==> src/rtl/core_types_pkg.sv <==
// Shared ITLB types: megapage array geometry, the array entry layout,
// SFENCE.VMA scope encoding and the fill-controller state encoding.
package core_types_pkg;

    localparam int ITLB_4MBPAGE_INDEX_WIDTH = 2;
    localparam int ITLB_4MBPAGE_NUM_WAYS    = 2;
    localparam int ITLB_4MBPAGE_NUM_SETS    = 1 << ITLB_4MBPAGE_INDEX_WIDTH;

    // Position of the G bit inside the {D,A,G,U,X,W,R,V} permission byte
    localparam int PTE_G_BIT = 5;

    typedef struct packed {
        logic [8:0]  asid;
        logic [9:0]  vpn1;
        logic [11:0] ppn1;
        logic [7:0]  perm;
    } itlb_4MB_entry_t;

    typedef enum logic [1:0] {
        SFENCE_ALL      = 2'd0,
        SFENCE_ASID     = 2'd1,
        SFENCE_VPN      = 2'd2,
        SFENCE_VPN_ASID = 2'd3
    } sfence_mode_t;

    typedef enum logic [1:0] {
        ST_IDLE    = 2'd0,
        ST_FILL_WR = 2'd1,
        ST_FLUSH   = 2'd2
    } itlb_fill_state_t;

endpackage

==> src/rtl/itlb_4MB_victim_sel.sv <==
// Two-way victim choice: duplicate entry first, then lowest invalid way,
// otherwise the way named by the set's LRU bit.
module itlb_4MB_victim_sel (
    input  logic [1:0] valid,
    input  logic [1:0] dup_hit,
    input  logic       lru,
    output logic       way
);

    always_comb begin
        way = lru;
        if (dup_hit[0])     way = 1'b0;
        else if (dup_hit[1]) way = 1'b1;
        else if (!valid[0])  way = 1'b0;
        else if (!valid[1])  way = 1'b1;
    end

endmodule

==> src/rtl/itlb_4mb_fill_ctrl.sv <==
// Write/maintenance side of the ITLB megapage array: PTW fills, victim
// choice, per-entry valid bits, per-set LRU and SFENCE.VMA sweeps.
module itlb_4mb_fill_ctrl
    import core_types_pkg::*;
#(
    parameter int ASID_WIDTH = 9,
    parameter int VPN1_WIDTH = 10,
    parameter int PPN1_WIDTH = 12,
    parameter int NUM_WAYS   = ITLB_4MBPAGE_NUM_WAYS
) (
    input  logic                                          CLK,
    input  logic                                          nRST,
    input  logic                                          fill_valid,
    output logic                                          fill_ready,
    input  logic [VPN1_WIDTH-1:0]                         fill_VPN1,
    input  logic [ASID_WIDTH-1:0]                         fill_ASID,
    input  logic [PPN1_WIDTH-1:0]                         fill_PPN1,
    input  logic [7:0]                                    fill_perm,
    input  logic                                          sfence_valid,
    output logic                                          sfence_ready,
    input  logic [1:0]                                    sfence_mode,
    input  logic [VPN1_WIDTH-1:0]                         sfence_VPN1,
    input  logic [ASID_WIDTH-1:0]                         sfence_ASID,
    output logic                                          sfence_done,
    input  logic                                          hit_valid,
    input  logic [ITLB_4MBPAGE_INDEX_WIDTH-1:0]           hit_index,
    input  logic                                          hit_way,
    output logic                                          wr_valid,
    output logic [ITLB_4MBPAGE_INDEX_WIDTH-1:0]           wr_index,
    output logic                                          wr_way,
    output logic [ASID_WIDTH+VPN1_WIDTH+PPN1_WIDTH+8-1:0] wr_entry,
    output logic [ITLB_4MBPAGE_NUM_SETS*NUM_WAYS-1:0]     valid_vec
);

    localparam int IW       = ITLB_4MBPAGE_INDEX_WIDTH;
    localparam int NUM_SETS = ITLB_4MBPAGE_NUM_SETS;

    itlb_fill_state_t      state_reg;
    logic [VPN1_WIDTH-1:0] fill_vpn_reg;
    logic [ASID_WIDTH-1:0] fill_asid_reg;
    logic [PPN1_WIDTH-1:0] fill_ppn_reg;
    logic [7:0]            fill_perm_reg;
    sfence_mode_t          mode_reg;
    logic [VPN1_WIDTH-1:0] fl_vpn_reg;
    logic [ASID_WIDTH-1:0] fl_asid_reg;
    logic [IW-1:0]         ptr_reg;
    logic                  done_reg;
    logic [NUM_SETS-1:0]   lru_reg;
    logic [NUM_WAYS-1:0]   valid_reg  [NUM_SETS];
    logic [NUM_WAYS-1:0]   sh_g_reg   [NUM_SETS];
    logic [VPN1_WIDTH-1:0] sh_vpn_reg [NUM_SETS][NUM_WAYS];
    logic [ASID_WIDTH-1:0] sh_asid_reg[NUM_SETS][NUM_WAYS];

    logic [IW-1:0]       fill_idx;
    logic [IW-1:0]       sfence_idx;
    logic [NUM_WAYS-1:0] dup_hit;
    logic [NUM_WAYS-1:0] flush_hit;
    logic                flush_last;
    logic                fill_g;

    // Same XOR-fold hash as the lookup side so both agree on the set
    assign fill_idx   = fill_vpn_reg[IW-1:0] ^ fill_vpn_reg[2*IW-1:IW];
    assign sfence_idx = sfence_VPN1[IW-1:0] ^ sfence_VPN1[2*IW-1:IW];
    assign fill_g     = fill_perm_reg[PTE_G_BIT];
    assign flush_last = (mode_reg == SFENCE_VPN) || (mode_reg == SFENCE_VPN_ASID) ||
                        (ptr_reg == IW'(NUM_SETS - 1));

    assign sfence_ready = (state_reg == ST_IDLE);
    assign fill_ready   = (state_reg == ST_IDLE) && !sfence_valid;
    assign sfence_done  = done_reg;
    assign wr_valid     = (state_reg == ST_FILL_WR);
    assign wr_index     = fill_idx;
    assign wr_entry     = {fill_asid_reg, fill_vpn_reg, fill_ppn_reg, fill_perm_reg};

    for (genvar gi = 0; gi < NUM_WAYS; gi++) begin : g_way
        logic fl_vpn_eq, fl_asid_eq, fl_glob;
        assign dup_hit[gi] = valid_reg[fill_idx][gi] &&
                             (sh_vpn_reg[fill_idx][gi] == fill_vpn_reg) &&
                             ((sh_asid_reg[fill_idx][gi] == fill_asid_reg) ||
                              sh_g_reg[fill_idx][gi] || fill_g);
        assign fl_vpn_eq   = (sh_vpn_reg[ptr_reg][gi] == fl_vpn_reg);
        assign fl_asid_eq  = (sh_asid_reg[ptr_reg][gi] == fl_asid_reg);
        assign fl_glob     = sh_g_reg[ptr_reg][gi];
        assign flush_hit[gi] = (mode_reg == SFENCE_ALL) ||
                               ((mode_reg == SFENCE_ASID) && fl_asid_eq && !fl_glob) ||
                               ((mode_reg == SFENCE_VPN) && fl_vpn_eq) ||
                               ((mode_reg == SFENCE_VPN_ASID) && fl_vpn_eq && fl_asid_eq && !fl_glob);
    end

    for (genvar gs = 0; gs < NUM_SETS; gs++) begin : g_set
        for (genvar gi = 0; gi < NUM_WAYS; gi++) begin : g_bit
            assign valid_vec[gs*NUM_WAYS+gi] = valid_reg[gs][gi];
        end
    end

    itlb_4MB_victim_sel u_victim_sel (
        .valid   (valid_reg[fill_idx]),
        .dup_hit (dup_hit),
        .lru     (lru_reg[fill_idx]),
        .way     (wr_way)
    );

    always_ff @(posedge CLK or negedge nRST) begin
        if (!nRST) begin
            state_reg     <= ST_IDLE;
            fill_vpn_reg  <= '0;
            fill_asid_reg <= '0;
            fill_ppn_reg  <= '0;
            fill_perm_reg <= '0;
            mode_reg      <= SFENCE_ALL;
            fl_vpn_reg    <= '0;
            fl_asid_reg   <= '0;
            ptr_reg       <= '0;
            done_reg      <= 1'b0;
            lru_reg       <= '0;
            for (int s = 0; s < NUM_SETS; s++) begin
                valid_reg[s] <= '0;
                sh_g_reg[s]  <= '0;
                for (int w = 0; w < NUM_WAYS; w++) begin
                    sh_vpn_reg[s][w]  <= '0;
                    sh_asid_reg[s][w] <= '0;
                end
            end
        end else begin
            done_reg <= 1'b0;
            // The fill's LRU write below comes later, so it wins on a same-set clash
            if (hit_valid) lru_reg[hit_index] <= ~hit_way;
            case (state_reg)
                ST_IDLE: begin
                    if (sfence_valid) begin
                        mode_reg    <= sfence_mode_t'(sfence_mode);
                        fl_vpn_reg  <= sfence_VPN1;
                        fl_asid_reg <= sfence_ASID;
                        ptr_reg     <= sfence_mode[1] ? sfence_idx : '0;
                        state_reg   <= ST_FLUSH;
                    end else if (fill_valid) begin
                        fill_vpn_reg  <= fill_VPN1;
                        fill_asid_reg <= fill_ASID;
                        fill_ppn_reg  <= fill_PPN1;
                        fill_perm_reg <= fill_perm;
                        state_reg     <= ST_FILL_WR;
                    end
                end
                ST_FILL_WR: begin
                    valid_reg[fill_idx][wr_way]   <= 1'b1;
                    sh_vpn_reg[fill_idx][wr_way]  <= fill_vpn_reg;
                    sh_asid_reg[fill_idx][wr_way] <= fill_asid_reg;
                    sh_g_reg[fill_idx][wr_way]    <= fill_g;
                    lru_reg[fill_idx]             <= ~wr_way;
                    state_reg                     <= ST_IDLE;
                end
                ST_FLUSH: begin
                    for (int w = 0; w < NUM_WAYS; w++) begin
                        if (flush_hit[w]) valid_reg[ptr_reg][w] <= 1'b0;
                    end
                    if (flush_last) begin
                        done_reg  <= 1'b1;
                        state_reg <= ST_IDLE;
                    end else begin
                        ptr_reg <= ptr_reg + 1'b1;
                    end
                end
                default: state_reg <= ST_IDLE;
            endcase
        end
    end

endmodule

==> config.mk <==
export PLATFORM = sky130hd
export DESIGN_NAME = itlb_4mb_fill_ctrl
export DESIGN_NICKNAME = d
export VERILOG_FILES = /design/src/rtl/core_types_pkg.sv /design/src/rtl/itlb_4MB_victim_sel.sv /design/src/rtl/itlb_4mb_fill_ctrl.sv
export SDC_FILE = /design/constraint.sdc
export NUM_CORES = 1
export LEC_CHECK = 0
export BUFFER_PORTS_ARGS = -buffer_cell sky130_fd_sc_hd__buf_2
export CORE_ASPECT_RATIO = 0.5
export CORE_MARGIN = 2
export CORE_UTILIZATION = 60
export CTS_CLUSTER_SIZE = 30
export DETAILED_ROUTE_END_ITERATION = 7
export PLACE_DENSITY = 0.84
export SLEW_MARGIN = 20
export SYNTH_ARGS = -nofsm -noshare
export SYNTH_HDL_FRONTEND = slang
export SYNTH_SLANG_ARGS = --single-unit
==> constraint.sdc <==
create_clock -name CLK -period 5.3 [get_ports CLK]
set_input_delay 1.06 -clock CLK [delete_from_list [all_inputs] [get_ports CLK]]
set_output_delay 1.06 -clock CLK [all_outputs]
set_load 0.01 [all_outputs]
==> impl_results.html <==
<table>
<tr><th>Metric</th><th>Value</th></tr>
<tr><th colspan="2">Status</th></tr>
<tr><td>Outcome</td><td>completed</td></tr>
<tr><th colspan="2">Logic synthesis</th></tr>
<tr><td>Post-synth top area cell</td><td>dfrtp_1</td></tr>
<tr><td>EDFF count, synth</td><td>0</td></tr>
<tr><td>Netlist Area Pre-Place</td><td>around 12,000 µm²</td></tr>
<tr><td>Syn nets</td><td>960</td></tr>
<tr><td>Distinct cell type count after synthesis</td><td>57</td></tr>
<tr><td>Seq/Total Area, Yosys</td><td>between 40% and 50%</td></tr>
<tr><td>Total number of yosys warnings</td><td>0</td></tr>
<tr><td>Prevailing post-synth register cell</td><td>dfrtp_1</td></tr>
<tr><td>Cell count after synthesis</td><td>slightly below 900</td></tr>
<tr><td>Post-synthesis register bit count</td><td>237</td></tr>
<tr><td>Most numerous cell in the Yosys netlist</td><td>dfrtp_1</td></tr>
<tr><td>Share of Yosys cell area claimed by the top area cell type</td><td>a little under half</td></tr>
<tr><td>Commonest cells post-synth</td><td>dfrtp_1, mux2_2, mux4_2</td></tr>
<tr><td>Mean Syn Cell Area</td><td>14.0 µm²</td></tr>
<tr><td>Dominant cells by area after synthesis</td><td>dfrtp_1, mux4_2, mux2_2, mux2_1, xnor2_1</td></tr>
<tr><td>Asr flop ratio synth</td><td>100%</td></tr>
<tr><th colspan="2">Finish</th></tr>
<tr><td>Diode count</td><td>0</td></tr>
<tr><td>Post-Layout Cell Count</td><td>approximately 1,300</td></tr>
<tr><td>Fill cell count</td><td>1,410</td></tr>
<tr><td>Nets@finish</td><td>approximately 1,100</td></tr>
<tr><td>Total area of sequential cells</td><td>approximately 5900 µm²</td></tr>
<tr><td>Number of flip-flops in the largest register</td><td>80</td></tr>
<tr><td>Proportion of layout cells with a drive suffix above 1</td><td>between 40% and 50%</td></tr>
<tr><td>Area growth syn-to-layout</td><td>12.8%</td></tr>
<tr><td>Total area of multi-input combinational cells</td><td>between 6000 and 7000 µm²</td></tr>
<tr><td>Total non-filler cell area in the finished layout</td><td>14,100 µm²</td></tr>
<tr><th colspan="2">Route</th></tr>
<tr><td>Via count</td><td>8,267</td></tr>
<tr><td>Detailed router's first-iteration violation count</td><td>683</td></tr>
<tr><td>Drt via density</td><td>around 6.5</td></tr>
<tr><td>Antenna-violating nets left</td><td>0</td></tr>
<tr><td># DRC</td><td>0</td></tr>
<tr><td>Detailed-route wire length per cell</td><td>between 20 and 25 µm</td></tr>
<tr><td>Detailed Route WL</td><td>around 30 mm</td></tr>
<tr><td>Count of TritonRoute iterations in the first routing pass</td><td>5</td></tr>
<tr><th colspan="2">STA</th></tr>
<tr><td>Count of endpoints failing setup in the final report</td><td>0</td></tr>
<tr><td>Highest clock rate</td><td>approximately 0.20 GHz</td></tr>
<tr><td>Final hold slack</td><td>about 0.5 ns</td></tr>
<tr><td>Worst slew margin relative to its limit</td><td>32.6%</td></tr>
<tr><td>Setup slack after layout</td><td>between 0.2 and 0.25 ns</td></tr>
<tr><td>Max Clock Skew</td><td>around 0.017 ns</td></tr>
<tr><td>Final Cycle Share</td><td>95.6%</td></tr>
<tr><td>Max-slew violation count</td><td>0</td></tr>
<tr><td>Transition time at the pin with the least slew margin</td><td>around 1.0 ns</td></tr>
<tr><td>Setup TNS</td><td>0 ns</td></tr>
<tr><td>Final Hold Viols</td><td>0</td></tr>
<tr><td>RSZ-0062 raised after global routing</td><td>no</td></tr>
<tr><td>Tmin final</td><td>between 5 and 6 ns</td></tr>
<tr><th colspan="2">Clock tree</th></tr>
<tr><td>Clock Sinks</td><td>approximately 240</td></tr>
<tr><td>Clock root buffer</td><td>clkbuf_16</td></tr>
<tr><td>Number of H-tree levels</td><td>1</td></tr>
<tr><td>Clock latency on the worst-skew pair</td><td>0.51 ns</td></tr>
<tr><td>Worst-path clk slew</td><td>roughly 0.07 ns</td></tr>
<tr><td>Number of buffers added by the clock tree synthesis step</td><td>22</td></tr>
<tr><td>TritonCTS clock tree</td><td>done</td></tr>
<tr><td>Hold-fix buffers at CTS</td><td>0</td></tr>
<tr><td>Longest Clk Path Bufs</td><td>3</td></tr>
<tr><th colspan="2">Worst hold path</th></tr>
<tr><td>Source of the worst hold timing path</td><td>fill_ppn_reg[10]</td></tr>
<tr><td>Hold worst-path end</td><td>fill_ppn_reg[10]</td></tr>
<tr><td>Worst Hold Path Cells</td><td>1</td></tr>
<tr><td>Worst min-delay path class</td><td>register to register</td></tr>
<tr><th colspan="2">Global routing</th></tr>
<tr><td>Antenna violations before repair</td><td>0</td></tr>
<tr><td>Via count of the first global-routing pass</td><td>about 8,500</td></tr>
<tr><td>All-layer global routing usage</td><td>roughly 28%</td></tr>
<tr><td>Pin count of the biggest net entering global routing</td><td>around 130</td></tr>
<tr><td>Leftover overflow at the end of global routing</td><td>0</td></tr>
<tr><td>Global-route wire length before repair</td><td>48.4 mm</td></tr>
<tr><th colspan="2">Critical path</th></tr>
<tr><td>Reg2reg path depth</td><td>11</td></tr>
<tr><td>Startpoint class of the critical path</td><td>register</td></tr>
<tr><td>Kind of end point of the critical path</td><td>output pin</td></tr>
<tr><td>Endpoint of the lowest-slack register-to-register path</td><td>sh_asid_reg[0]</td></tr>
<tr><td>Reg-to-reg setup timing slack</td><td>~0.89 ns</td></tr>
<tr><td>Critical path arrival</td><td>roughly 4 ns</td></tr>
<tr><td>Data required time of the worst path</td><td>around 4.2 ns</td></tr>
<tr><td>Startpoint of the worst register-to-register path</td><td>fill_vpn_reg[1]</td></tr>
<tr><td>Critical setup path kind</td><td>register to output pin</td></tr>
<tr><td>Crit path max fanout</td><td>28</td></tr>
<tr><th colspan="2">Placed design</th></tr>
<tr><td>Cell total after placement</td><td>between 1,000 and 1,500</td></tr>
<tr><td>GP Congestion</td><td>approximately 0.86</td></tr>
<tr><td>Post-place setup slack</td><td>0.445 ns</td></tr>
<tr><td>HPWL after DPL</td><td>between 15 and 20 mm</td></tr>
<tr><td>Total of buffers placed on input and output ports</td><td>roughly 120</td></tr>
<tr><td>Cell area after placement</td><td>13,300 µm²</td></tr>
<tr><th colspan="2">Pwr</th></tr>
<tr><td>Internal power</td><td>0.00596 W</td></tr>
<tr><td>Switching fraction of total power</td><td>approximately two fifths</td></tr>
<tr><td>Leakage Power</td><td>between 6 and 7 nW</td></tr>
<tr><td>Peak supply drop</td><td>roughly 410 µV</td></tr>
<tr><td>Share of power burned in combinational logic</td><td>between 40% and 50%</td></tr>
<tr><td>Sw Pwr</td><td>0.00390 W</td></tr>
<tr><td>Sequential share of power</td><td>36.1%</td></tr>
<tr><td>Relative contribution of the clock network to total power</td><td>between 10% and 20%</td></tr>
<tr><td>Power Dens Cells</td><td>between 700 and 800 nW/µm²</td></tr>
<tr><th colspan="2">Floorplanning</th></tr>
<tr><td>Standard-cell row count</td><td>37</td></tr>
<tr><td>Starting Density</td><td>around three fifths</td></tr>
<tr><td>Top-level port count</td><td>between 100 and 150</td></tr>
<tr><td>Area of the placeable core</td><td>20,500 µm²</td></tr>
<tr><td>Floorplan die area</td><td>around 22,000 µm²</td></tr>
<tr><td>Die Y-Extent</td><td>106 µm</td></tr>
<tr><td>Die width</td><td>208 µm</td></tr>
<tr><th colspan="2">Flow run</th></tr>
<tr><td>Max-cap violation count</td><td>0</td></tr>
</table>
## final cells by class
cell class	count	area share [%]
clock buffers	30	4.49
flip-flops and latches	237	42.2
inverters	10	0.267
repair buffers	149	6.32
clock inverters	8	0.489
well taps	273	2.43
multi-input cells	570	43.8
## per-stage QoR
step	power, W	utilization (%)
finish	0.00986	68.7
detailed placement	0.00810	65.0
global placement	0.00792	65.0
floorplan	0.00679	-
CTS	0.00976	68.5
global route	0.0104	68.7
## critical path: stages (launching register included)
cell and delay, ns:
dfrtp_1 0.36, buf_4 0.20, xnor2_1 0.17, inv_2 0.31, buf_12 0.27, mux2i_1 0.37, nand2b_1 0.13, mux4_2 0.48
nor3_1 0.31, a41o_2 0.46, nand2_1 0.15, inv_1 0.13, buf_2 0.15
## worst max path at each step
stage,endpoint,startpoint
after global routing,wr_way,fill_vpn_reg[1]
final,wr_way,fill_vpn_reg[1]
after detailed placement,wr_way,fill_vpn_reg[0]
after floorplan,wr_way,fill_vpn_reg[0]
after CTS,wr_way,fill_vpn_reg[2]
after global placement,wr_way,fill_vpn_reg[0]
## power by group through the flow
stage,registers (W),clock network [W],logic (W)
floorplan,0.00314,0,0.00365
global placement,0.00346,0,0.00447
detailed placement,0.00353,0,0.00458
CTS,0.00352,0.00159,0.00465
global route,0.00366,0.00167,0.00502
finish,0.00356,0.00159,0.00471
## cell families (layout without fill, tap and decap cells)
family	after synthesis	in the layout	synth area share, %
fa+ha+maj	4	4	0.401
buf+inv	82	197	3.45
flops	237	237	47.5
simple gates	121	121	5.12
mux	308	308	34.7
compound gates	67	67	3.75
xor+xnor	69	70	5.00
## layout by cell type, fill, tap and decap left out, types with 4 or more instances in the layout
cell / count
nand4_1: 8
buf_4: 23
o21ai_0: 17
nand2_1: 38
nor2_1: 15
mux2_1: 55
buf_12: 5
buf_2: 120
nor4_1: 6
clkbuf_16: 23
dfrtp_1: 235
a211oi_1: 4
nor3_1: 6
mux2_4: 19
ha_1: 4
clkbuf_1: 4
mux4_2: 73
mux2i_1: 23
nand2b_1: 5
nor3b_1: 7
a31oi_1: 4
and2_1: 4
a21oi_1: 6
nand3_1: 12
clkinv_2: 6
mux2_2: 138
xnor2_1: 41
xor2_1: 27
inv_1: 9
a21o_1: 9
## per-layer routing
layer	up-vias	wire, µm	track usage (%)
met4	0	907	9.02
met1	4292	12700	39.9
met2	398	14500	44.6
met5	-	0	0
met3	81	2440	6.06
li1	3496	-	-
## repair_timing
action | in CTS | in global routing
endpoints found under the hold margin | 0 | 0
gates resized for setup | 0 | 2
pin swaps | 1 | 1
setup endpoints to repair | 1 | 1
cloned | 1 | 0
setup buffers | 0 | 1
Power figures use the tool's default switching activity.
